## src/rtl/ysyx_22050535_lsu.sv

```systemverilog
// -----------------------------------------------------------------------------
// ysyx_22050535_lsu
//
// Load/store unit that sits directly after the execute unit. The EXU result is
// used as the effective address for loads and stores. For any other operation
// it is passed straight through to write-back. Only one operation is in flight
// at a time. A four-state FSM (IDLE, REQ, WAIT, DONE) provides back-pressure on
// both the upstream and the write-back handshakes.
//
// Optional feature macro: YSYX_22050535_MISALIGN_TRAP_EN
//   defined   : a misaligned half access (addr[0]=1) or word access
//               (addr[1:0]!=0) issues no bus request. The result is
//               out_err=1 with out_rdata=0, delivered one cycle after accept.
//   undefined : the access is aligned down inside the word. A half access
//               ignores addr[0] and a word access ignores addr[1:0]. out_err
//               then comes only from mem_resp_err.
//
// Ports
//   clk, rst        rising-edge clock, synchronous active-high reset
//   in_valid/ready  upstream handshake (ready only in IDLE)
//   in_addr         effective address, or passthrough value
//   in_wdata        store data (rs2)
//   in_func3        RV32I load/store func3
//   in_ren, in_wen  load / store select (never both set)
//   mem_req_*       bus request: registered word address, write flag,
//                   lane-shifted data and byte strobes
//   mem_resp_*      bus response: read word, error, valid
//   out_valid/ready write-back handshake
//   out_rdata       extended load data, passthrough value, or 0 for stores
//   out_err         bus error (or misalignment trap when enabled)
// -----------------------------------------------------------------------------
module ysyx_22050535_lsu #(
  parameter int DATA_WIDTH = 32
) (
  input  logic                  clk,
  input  logic                  rst,
  input  logic                  in_valid,
  output logic                  in_ready,
  input  logic [DATA_WIDTH-1:0] in_addr,
  input  logic [DATA_WIDTH-1:0] in_wdata,
  input  logic [2:0]            in_func3,
  input  logic                  in_ren,
  input  logic                  in_wen,
  output logic                  mem_req_valid,
  input  logic                  mem_req_ready,
  output logic [DATA_WIDTH-1:0] mem_addr,
  output logic                  mem_wen,
  output logic [DATA_WIDTH-1:0] mem_wdata,
  output logic [3:0]            mem_wstrb,
  input  logic                  mem_resp_valid,
  input  logic [DATA_WIDTH-1:0] mem_rdata,
  input  logic                  mem_resp_err,
  output logic                  out_valid,
  input  logic                  out_ready,
  output logic [DATA_WIDTH-1:0] out_rdata,
  output logic                  out_err
);

  // The byte-lane logic assumes a 32-bit word, which gives four lanes.
  localparam int LANES = 4;

  typedef enum logic [1:0] {
    ST_IDLE,
    ST_REQ,
    ST_WAIT,
    ST_DONE
  } state_t;

  typedef enum logic [1:0] {
    SZ_BYTE,
    SZ_HALF,
    SZ_WORD
  } acc_size_t;

  // func3[1:0] selects the size. The undefined encodings 011/110/111 fall
  // through to a word access.
  function automatic acc_size_t decode_size(input logic [2:0] f3);
    acc_size_t s;
    case (f3[1:0])
      2'b00:   s = SZ_BYTE;
      2'b01:   s = SZ_HALF;
      default: s = SZ_WORD;
    endcase
    return s;
  endfunction

  // ---------------------------------------------------------------------------
  // State and datapath registers
  // ---------------------------------------------------------------------------
  state_t                  state_reg,     state_next;
  acc_size_t               size_reg,      size_next;
  logic [1:0]              off_reg,       off_next;
  logic                    sign_reg,      sign_next;
  logic                    load_reg,      load_next;
  logic [DATA_WIDTH-1:0]   mem_addr_reg,  mem_addr_next;
  logic                    mem_wen_reg,   mem_wen_next;
  logic [DATA_WIDTH-1:0]   mem_wdata_reg, mem_wdata_next;
  logic [3:0]              mem_wstrb_reg, mem_wstrb_next;
  logic [DATA_WIDTH-1:0]   out_rdata_reg, out_rdata_next;
  logic                    out_err_reg,   out_err_next;

  // ---------------------------------------------------------------------------
  // Request-side decode. This logic is only used while IDLE accepts an op.
  // ---------------------------------------------------------------------------
  acc_size_t             in_size;
  logic [1:0]            in_off;
  logic [1:0]            in_eff_off;  // lane offset after aligning down to the access size
  logic [4:0]            in_shamt;
  logic [LANES-1:0]      in_lane_hit;
  logic [DATA_WIDTH-1:0] in_wdata_lanes;
  logic                  in_is_mem;
  logic                  in_trap;

  assign in_size   = decode_size(in_func3);
  assign in_off    = in_addr[1:0];
  assign in_is_mem = in_ren | in_wen;

  always_comb begin
    in_eff_off = 2'b00;
    case (in_size)
      SZ_BYTE: in_eff_off = in_off;
      SZ_HALF: in_eff_off = {in_off[1], 1'b0};
      default: in_eff_off = 2'b00;
    endcase
  end

  assign in_shamt       = {in_eff_off, 3'b000};
  assign in_wdata_lanes = in_wdata << in_shamt;

  // A lane is enabled when it lies inside the (aligned-down) access footprint.
  for (genvar gi = 0; gi < LANES; gi++) begin : g_strb
    localparam logic [1:0] LANE = 2'(gi);
    assign in_lane_hit[gi] = (in_size == SZ_WORD) ||
                             ((in_size == SZ_HALF) && (LANE[1] == in_off[1])) ||
                             ((in_size == SZ_BYTE) && (LANE == in_off));
  end

`ifdef YSYX_22050535_MISALIGN_TRAP_EN
  assign in_trap = in_is_mem &&
                   (((in_size == SZ_HALF) && in_off[0]) ||
                    ((in_size == SZ_WORD) && (in_off != 2'b00)));
`else
  assign in_trap = 1'b0;
`endif

  // ---------------------------------------------------------------------------
  // Response-side extraction, driven by the offset and size latched at accept.
  // ---------------------------------------------------------------------------
  logic [7:0]            rd_lane [LANES];
  logic [7:0]            ld_byte;
  logic [15:0]           ld_half;
  logic [DATA_WIDTH-1:0] ld_value;

  for (genvar gi = 0; gi < LANES; gi++) begin : g_rd_lane
    assign rd_lane[gi] = mem_rdata[8*gi +: 8];
  end

  assign ld_byte = rd_lane[off_reg];
  assign ld_half = off_reg[1] ? mem_rdata[31:16] : mem_rdata[15:0];

  always_comb begin
    ld_value = mem_rdata;
    case (size_reg)
      SZ_BYTE: ld_value = {{(DATA_WIDTH-8){sign_reg & ld_byte[7]}}, ld_byte};
      SZ_HALF: ld_value = {{(DATA_WIDTH-16){sign_reg & ld_half[15]}}, ld_half};
      default: ld_value = mem_rdata;
    endcase
  end

  // ---------------------------------------------------------------------------
  // FSM: next-state and register updates
  // ---------------------------------------------------------------------------
  always_comb begin
    state_next     = state_reg;
    size_next      = size_reg;
    off_next       = off_reg;
    sign_next      = sign_reg;
    load_next      = load_reg;
    mem_addr_next  = mem_addr_reg;
    mem_wen_next   = mem_wen_reg;
    mem_wdata_next = mem_wdata_reg;
    mem_wstrb_next = mem_wstrb_reg;
    out_rdata_next = out_rdata_reg;
    out_err_next   = out_err_reg;

    case (state_reg)
      ST_IDLE: begin
        if (in_valid) begin
          size_next = in_size;
          off_next  = in_off;
          sign_next = ~in_func3[2];
          load_next = in_ren;
          if (!in_is_mem) begin
            // Non-memory op: the EXU result goes straight to write-back.
            out_rdata_next = in_addr;
            out_err_next   = 1'b0;
            state_next     = ST_DONE;
          end else if (in_trap) begin
            out_rdata_next = '0;
            out_err_next   = 1'b1;
            state_next     = ST_DONE;
          end else begin
            // The bus fields are registered here, so they stay constant
            // throughout REQ no matter how long mem_req_ready is held low.
            mem_addr_next  = {in_addr[DATA_WIDTH-1:2], 2'b00};
            mem_wen_next   = in_wen;
            mem_wdata_next = in_wen ? in_wdata_lanes : '0;
            mem_wstrb_next = in_wen ? in_lane_hit : 4'b0000;
            state_next     = ST_REQ;
          end
        end
      end

      ST_REQ: begin
        if (mem_req_ready) begin
          state_next = ST_WAIT;
        end
      end

      ST_WAIT: begin
        // Responses are only looked at here. Anything seen while in REQ is
        // ignored.
        if (mem_resp_valid) begin
          out_rdata_next = load_reg ? ld_value : '0;
          out_err_next   = mem_resp_err;
          state_next     = ST_DONE;
        end
      end

      ST_DONE: begin
        // in_ready is low here, so completing the handshake never overlaps
        // with accepting the next op.
        if (out_ready) begin
          state_next = ST_IDLE;
        end
      end

      default: state_next = ST_IDLE;
    endcase
  end

  always_ff @(posedge clk) begin
    if (rst) begin
      state_reg     <= ST_IDLE;
      size_reg      <= SZ_WORD;
      off_reg       <= 2'b00;
      sign_reg      <= 1'b0;
      load_reg      <= 1'b0;
      mem_addr_reg  <= '0;
      mem_wen_reg   <= 1'b0;
      mem_wdata_reg <= '0;
      mem_wstrb_reg <= 4'b0000;
      out_rdata_reg <= '0;
      out_err_reg   <= 1'b0;
    end else begin
      state_reg     <= state_next;
      size_reg      <= size_next;
      off_reg       <= off_next;
      sign_reg      <= sign_next;
      load_reg      <= load_next;
      mem_addr_reg  <= mem_addr_next;
      mem_wen_reg   <= mem_wen_next;
      mem_wdata_reg <= mem_wdata_next;
      mem_wstrb_reg <= mem_wstrb_next;
      out_rdata_reg <= out_rdata_next;
      out_err_reg   <= out_err_next;
    end
  end

  // ---------------------------------------------------------------------------
  // Outputs
  // ---------------------------------------------------------------------------
  assign in_ready      = (state_reg == ST_IDLE);
  assign mem_req_valid = (state_reg == ST_REQ);
  assign out_valid     = (state_reg == ST_DONE);
  assign mem_addr      = mem_addr_reg;
  assign mem_wen       = mem_wen_reg;
  assign mem_wdata     = mem_wdata_reg;
  assign mem_wstrb     = mem_wstrb_reg;
  assign out_rdata     = out_rdata_reg;
  assign out_err       = out_err_reg;

endmodule

```

## config.mk

```make
export PLATFORM = sky130hd
export DESIGN_NAME = ysyx_22050535_lsu
export DESIGN_NICKNAME = d
export VERILOG_FILES = /design/src/rtl/ysyx_22050535_lsu.sv
export SDC_FILE = /design/constraint.sdc
export NUM_CORES = 1
export LEC_CHECK = 0
export ABC_AREA = 1
export CAP_MARGIN = 20
export CORE_ASPECT_RATIO = 1.25
export CORE_MARGIN = 2
export CORE_UTILIZATION = 39
export DETAILED_ROUTE_END_ITERATION = 8
export GPL_TIMING_DRIVEN = 0
export PLACE_DENSITY_LB_ADDON = 0.05
export SLEW_MARGIN = 20
export SYNTH_ARGS = -nofsm -noshare
export SYNTH_HDL_FRONTEND = slang
export SYNTH_SLANG_ARGS = --single-unit
```

## constraint.sdc

```tcl
create_clock -name clk -period 1.54 [get_ports clk]
set_input_delay 0.308 -clock clk [delete_from_list [all_inputs] [get_ports clk]]
set_output_delay 0.308 -clock clk [all_outputs]
set_load 0.05 [all_outputs]
```

**Word-level counts from Yosys, hierarchy flattened**

Cells that the tools add are included.

- Register bits: 108
- Input port bits: 108
- Output and inout bits: 105

- $lt $le $gt $ge: 1
- Eq/ne operators: 15
- Shift-type cells: 1
- Mux-type cells: 24
- Bitwise operators: 6
- Reduce and logical (&&, ||, !) cells: 22

Operators with widths:

| cell | count |
|---|---|
| two-way mux 32 bit | 5 |
| case mux 32 bit (2 select lines) | 2 |
| << shifter 32 x 5 -> 32 bit | 1 |
| binary-select mux 8 bit (select 2 bit) | 1 |
| two-way mux 16 bit | 1 |
| two-way mux 8 bit | 2 |
| logical NOT 2 bit | 5 |
| two-way mux 2 bit | 5 |
| equality test 2 x 1 -> 1 bit (second input constant) | 4 |
| case mux 2 bit (2 select lines) | 2 |
| case mux 2 bit (4 select lines) | 1 |
| AND reduction 4 bit | 2 |
| equality test 2 bit (second input constant) | 3 |
| logical AND 1 bit | 6 |
| logical OR 1 bit | 6 |
| inequality test 2 bit (second input constant) | 3 |
| equality test 2 bit (first input constant) | 2 |
| two-way mux 4 bit | 1 |
| inequality test 2 x 1 -> 1 bit (second input constant) | 2 |
| greater-or-equal comparator 3 bit (second input constant) | 1 |
| two-way mux 1 bit | 3 |
| inverter 2 -> 3 bit | 1 |
| AND reduction 3 bit | 1 |
| bitwise AND 1 bit | 2 |
| 6 further kinds | 7 |

**Longest topological paths before layout**

- Depth after elaboration: 9
- Mapped depth: 13
- Mapped depth without buffers: 12

**Worst setup path before layout**

OpenSTA, ideal clock, no wires.

- Path type: reg-to-reg
- Start: register state_reg[0]
- End: register mem_wdata_reg[16], in the netlist mem_wdata[16]
- Data arrival time: 1.789 ns
- Data required time: 1.408 ns
- Path slack: -0.381 ns
- Stages on the path, launching flop included: 10
- Path buffers: 2
- Clock period less this slack: 1.921 ns
- Path through: dfxtp_1 inv_1 ha_1 nand2_1 nor2_1 inv_1 buf_2 buf_2 nand2_1 a21oi_1

- Longest elaborated chain between the ends: 2

Ends and longest elaborated chain:

| what | line | RTL |
|---|---|---|
| start, declared | 90 | `state_t state_reg, state_next;` |
| start signal, assigned | 256 | `state_reg <= state_next;` |
| logical NOT 2 bit | -- |  |
| named net in_ready | 38 | `output logic in_ready,` |
| AND reduction 3 bit (no source line) | -- |  |
| end signal, assigned | 263 | `mem_wdata_reg <= mem_wdata_next;` |
| end, declared | 97 | `logic [DATA_WIDTH-1:0] mem_wdata_reg, mem_wdata_next;` |

The timed path passes the listed nets, and every way through them passes these cells.
A chain may end at the register's enable or synchronous reset.

**Worst setup path after layout**

- Start: register state_reg[1]
- End: register mem_addr_reg[2], in the netlist mem_addr[2]

- Longest elaborated chain between the ends: 2

Ends and longest elaborated chain:

| what | line | RTL |
|---|---|---|
| logical NOT 2 bit | 186 | `case (state_reg)` |
| AND reduction 3 bit (no source line) | -- |  |
| end signal, assigned | 261 | `mem_addr_reg <= mem_addr_next;` |
| end, declared | 95 | `logic [DATA_WIDTH-1:0] mem_addr_reg, mem_addr_next;` |

Every way passes these cells.

==> impl_metrics.tcl <==
set metrics [dict create \
    finalClockSkew_ns 0.01035 \
    gp_routability_congestion 0.9493 \
    number_of_instances_on_the_worst_hold_path 2 \
    slowest_cell_delay_on_critical_path_ns 0.37 \
    post_synth_mux_area_share_pct 0.1895 \
    finalCriticalPeriod_ns 1.803 \
    placement_rows 47 \
    worstReg2RegStart "state_reg[1]" \
    critical_path.max_fanout 10 \
    path_cells "inv_4, ha_4, buf_6, nand2_4, buf_6, nor2_4, inv_4, buf_8, buf_8, buf_6, nor2_2, nor2_1" \
    syn2layout_area_growth_pct 78.59 \
    end_kind "flip-flop" \
    adder_cell_area_share_of_the_yosys_netlist_pct 1.184 \
    part_of_the_cycle_the_worst_path_needs_pct 117.1 \
    path_clk_slew_ns 0.07 \
    synth_largest_type_area_fraction_pct 40.93 \
    worst_setup_path_start_kind "flip-flop" \
    maxClockFrequency_ghz 0.5546 \
    routed_wirelength_um 23250 \
    tritoncts "yes" \
    detailedPlacementHpwl_um 15810 \
    ys_dominant_reg_cell "sky130_fd_sc_hd__dfxtp_1" \
    detailroute.via_count 6444 \
    path_delay_family "buffers and inverters" \
    cts.htree.levels 3 \
    place_ws_ns -0.7740 \
    initial_cell_density_of_the_core_pct 39.92 \
    grt_start_max_net_pins 20 \
    syn-mean-instance-area_um2 6.852 \
    worst_r2r_endpoint "mem_addr[2]" \
    ctsRootBufferMaster "sky130_fd_sc_hd__clkbuf_16" \
    layout.nets 1158 \
    netlist_instances 771 \
    critical-path-top-cell-by-count "sky130_fd_sc_hd__buf_6" \
    avgViaCountPerCell 5.273 \
    grt_util_all_layers_pct 30.75 \
    hold-path-endpoint "size_reg[0]" \
    overflow_left_after_global_routing 0 \
    timing.max_slew.rel_slack_pct 66.28 \
    critical_path_type "flip-flop to flip-flop" \
    timing.max_cap.violations 0 \
    most_frequent_standard_cell_in_the_layout_excluding_fill_and_tap_cells "sky130_fd_sc_hd__nand2_1" \
    die_width_um 108.1 \
    post-place-cells 1153 \
    p_leak_uw 0.003922 \
    initial_antenna_violation_count 1 \
    min-delay-path-class "primary input to flip-flop" \
    antenna_violating_nets_post_route 0 \
    synth_top_family_by_area "compound AO/OA/AOI/OAI gates" \
    core-area_um2 13230 \
    synth.area.top_cells "sky130_fd_sc_hd__dfxtp_1 (41%), sky130_fd_sc_hd__a21oi_1 (11%), sky130_fd_sc_hd__nand2_1 (10%)" \
    boundaryPins 213 \
    synth_cell_types 32 \
    violations "setup timing" \
    fin_ws_ns -0.2632 \
    cp_data_required_time_ns 1.79 \
    power_density_nw_per_um2 1781 \
    yosysTopAreaCell "sky130_fd_sc_hd__dfxtp_1" \
    fin_cells 1222 \
    reg2reg_setup_slack_ns -0.26 \
    finish.utilization_pct 71.30 \
    floorplan.die_area_um2 14500 \
    synth-compound-area-share_pct 25.44 \
    clk-insertion-delay-late_ns 0.36 \
    layout_common_cells "sky130_fd_sc_hd__nand2_1 (117), sky130_fd_sc_hd__dfxtp_1 (106), sky130_fd_sc_hd__clkdlybuf4s50_1 (104)" \
    synth_edf_count 0 \
    setup_violations 104 \
    timing.hold.ws_ns 0.3979 \
    cpMaxStageDelayCell "sky130_fd_sc_hd__dfxtp_4" \
    portBuffers 210 \
    final-max-slew-violation-count 0 \
    tightestPinTransition_ns 0.5057 \
    timing_hold_violations_final 0 \
    yosysSeqAreaShare_pct 40.93 \
    worstPathArrival_ns 2.06 \
    ir_drop_v 0.001048 \
    global_route_wire_length_before_repair_um 33840 \
    rr_worst_depth 12 \
    drcViolationCount 0 \
    numCtsBuffers 9 \
    synth-simple-area-share_pct 23.07 \
    first_global_vias 6330 \
    grt_setup_unrepaired "yes" \
    post_drt_wl_per_cell_um 19.03 \
    cts-hold-fix-buffers 0 \
    run_status "complete, but fails checks" \
    yosys.area_share.xor_xnor_pct 0 \
    syn-cell-area_um2 5283 \
    synth.ff_latch_count 108 \
    filler_cell_count 1116 \
    drive_gt1_share_pct 37.81 \
    clk_path_buf_depth 2 \
    yosysWarningCount 0 \
    postSynth.asyncResetShare_pct 0 \
    critical_path_buf_inv_count 7 \
    die_y_um 134.1 \
    hp-start "rst" \
    dr.first_iter.drc_count 263 \
    tritoncts_num_sinks 108 \
    drt-pass1-iter-count 5 \
]
-- cell usage after synthesis, types with 3 or more instances --
master                      count
sky130_fd_sc_hd__a2bb2oi_1      8
sky130_fd_sc_hd__clkbuf_1      27
sky130_fd_sc_hd__o21ai_1        3
sky130_fd_sc_hd__buf_6          3
sky130_fd_sc_hd__a21oi_1      117
sky130_fd_sc_hd__inv_1         43
sky130_fd_sc_hd__dfxtp_1      108
sky130_fd_sc_hd__buf_2         19
sky130_fd_sc_hd__o21ai_0      101
sky130_fd_sc_hd__buf_4          3
sky130_fd_sc_hd__a21oi_2        6
sky130_fd_sc_hd__ha_1           5
sky130_fd_sc_hd__nand3_1       25
sky130_fd_sc_hd__nor2_1       116
sky130_fd_sc_hd__nand2_1      145
sky130_fd_sc_hd__inv_2          7
sky130_fd_sc_hd__o211ai_1      11
sky130_fd_sc_hd__nand2_2        8
-- worst max-delay path by stage --
| stage | startpoint | endpoint | cells past startpoint |
|---|---|---|---|
| floorplan | state_reg[1] | out_rdata[23] | 10 |
| global placement | in_func3[0] | mem_wdata[9] | 7 |
| detailed placement | in_func3[0] | mem_wdata[11] | 7 |
| CTS | state_reg[1] | out_rdata[12] | 11 |
| global route | state_reg[1] | mem_wen | 12 |
| finish | state_reg[1] | mem_addr[2] | 12 |
-- worst reg2reg max path: stages (launching register included) --
cell and delay, ns:
sky130_fd_sc_hd__dfxtp_4 0.37, sky130_fd_sc_hd__inv_4 0.08, sky130_fd_sc_hd__ha_4 0.17, sky130_fd_sc_hd__buf_6 0.11, sky130_fd_sc_hd__nand2_4 0.05, sky130_fd_sc_hd__buf_6 0.13
sky130_fd_sc_hd__nor2_4 0.13, sky130_fd_sc_hd__inv_4 0.07, sky130_fd_sc_hd__buf_8 0.14, sky130_fd_sc_hd__buf_8 0.14, sky130_fd_sc_hd__buf_6 0.16, sky130_fd_sc_hd__nor2_2 0.10
sky130_fd_sc_hd__nor2_1 0.06
-- what timing repair did --
| action | CTS | global route |
|---|---|---|
| buffers inserted | 37 | 16 |
| setup endpoints to repair | 205 | 172 |
| pin swaps | 37 | 42 |
| cloned | 12 | 1 |
| gates resized for setup | 506 | 208 |
-- report_power, final --
part	leakage, uW	switching [uW]	internal [uW]
logic	0.00289	6380	4140
registers	0.000887	481	3490
clock network	0.000141	1170	1130
total	0.00392	8030	8770
-- final cells by class --
class / instances / area, um2 / area share (%)
diodes: 1 / 2.502 / 0.02653
plain buffers: 51 / 471.7 / 5.000
clock buffers: 10 / 229.0 / 2.427
clock inverters: 6 / 53.80 / 0.5703
inverters: 53 / 264.0 / 2.798
multi-input cells: 558 / 3487 / 36.96
flip-flops and latches: 108 / 2167 / 22.97
well taps: 171 / 214.0 / 2.268
repair buffers: 264 / 2545 / 26.98
-- metal layers --
metal  vias to the layer above  GRT usage [%]  routed length, um
li1                       3093              -                  -
met1                      3020          33.31               8511
met2                       261          54.96              12190
met3                        70          6.560               1393
met4                         0          16.95               1158
met5                         -              0                  0
-- metrics by stage --
| stage | TNS [ns] | cell area, um2 | total power (uW) |
|---|---|---|---|
| after global placement | -55.18 | 7631 | 11020 |
| after floorplan | -0.1168 | 5315 | 8608 |
| after detailed placement | -55.51 | 7631 | 11080 |
| after CTS | -12.19 | 9330 | 16220 |
| final | -17.24 | 9434 | 16800 |
| after global routing | -20.68 | 9434 | 17470 |
-- kinds of logic after synthesis --
group / count (synthesis)
multiplexers: 1
adder cells (fa/ha/maj): 5
AO/OA/AOI/OAI: 250
flip-flops: 108
AND/OR/NAND/NOR: 300
buffers and inverters: 106
other: 1
Note: power is estimated with default switching activity, not from simulation.
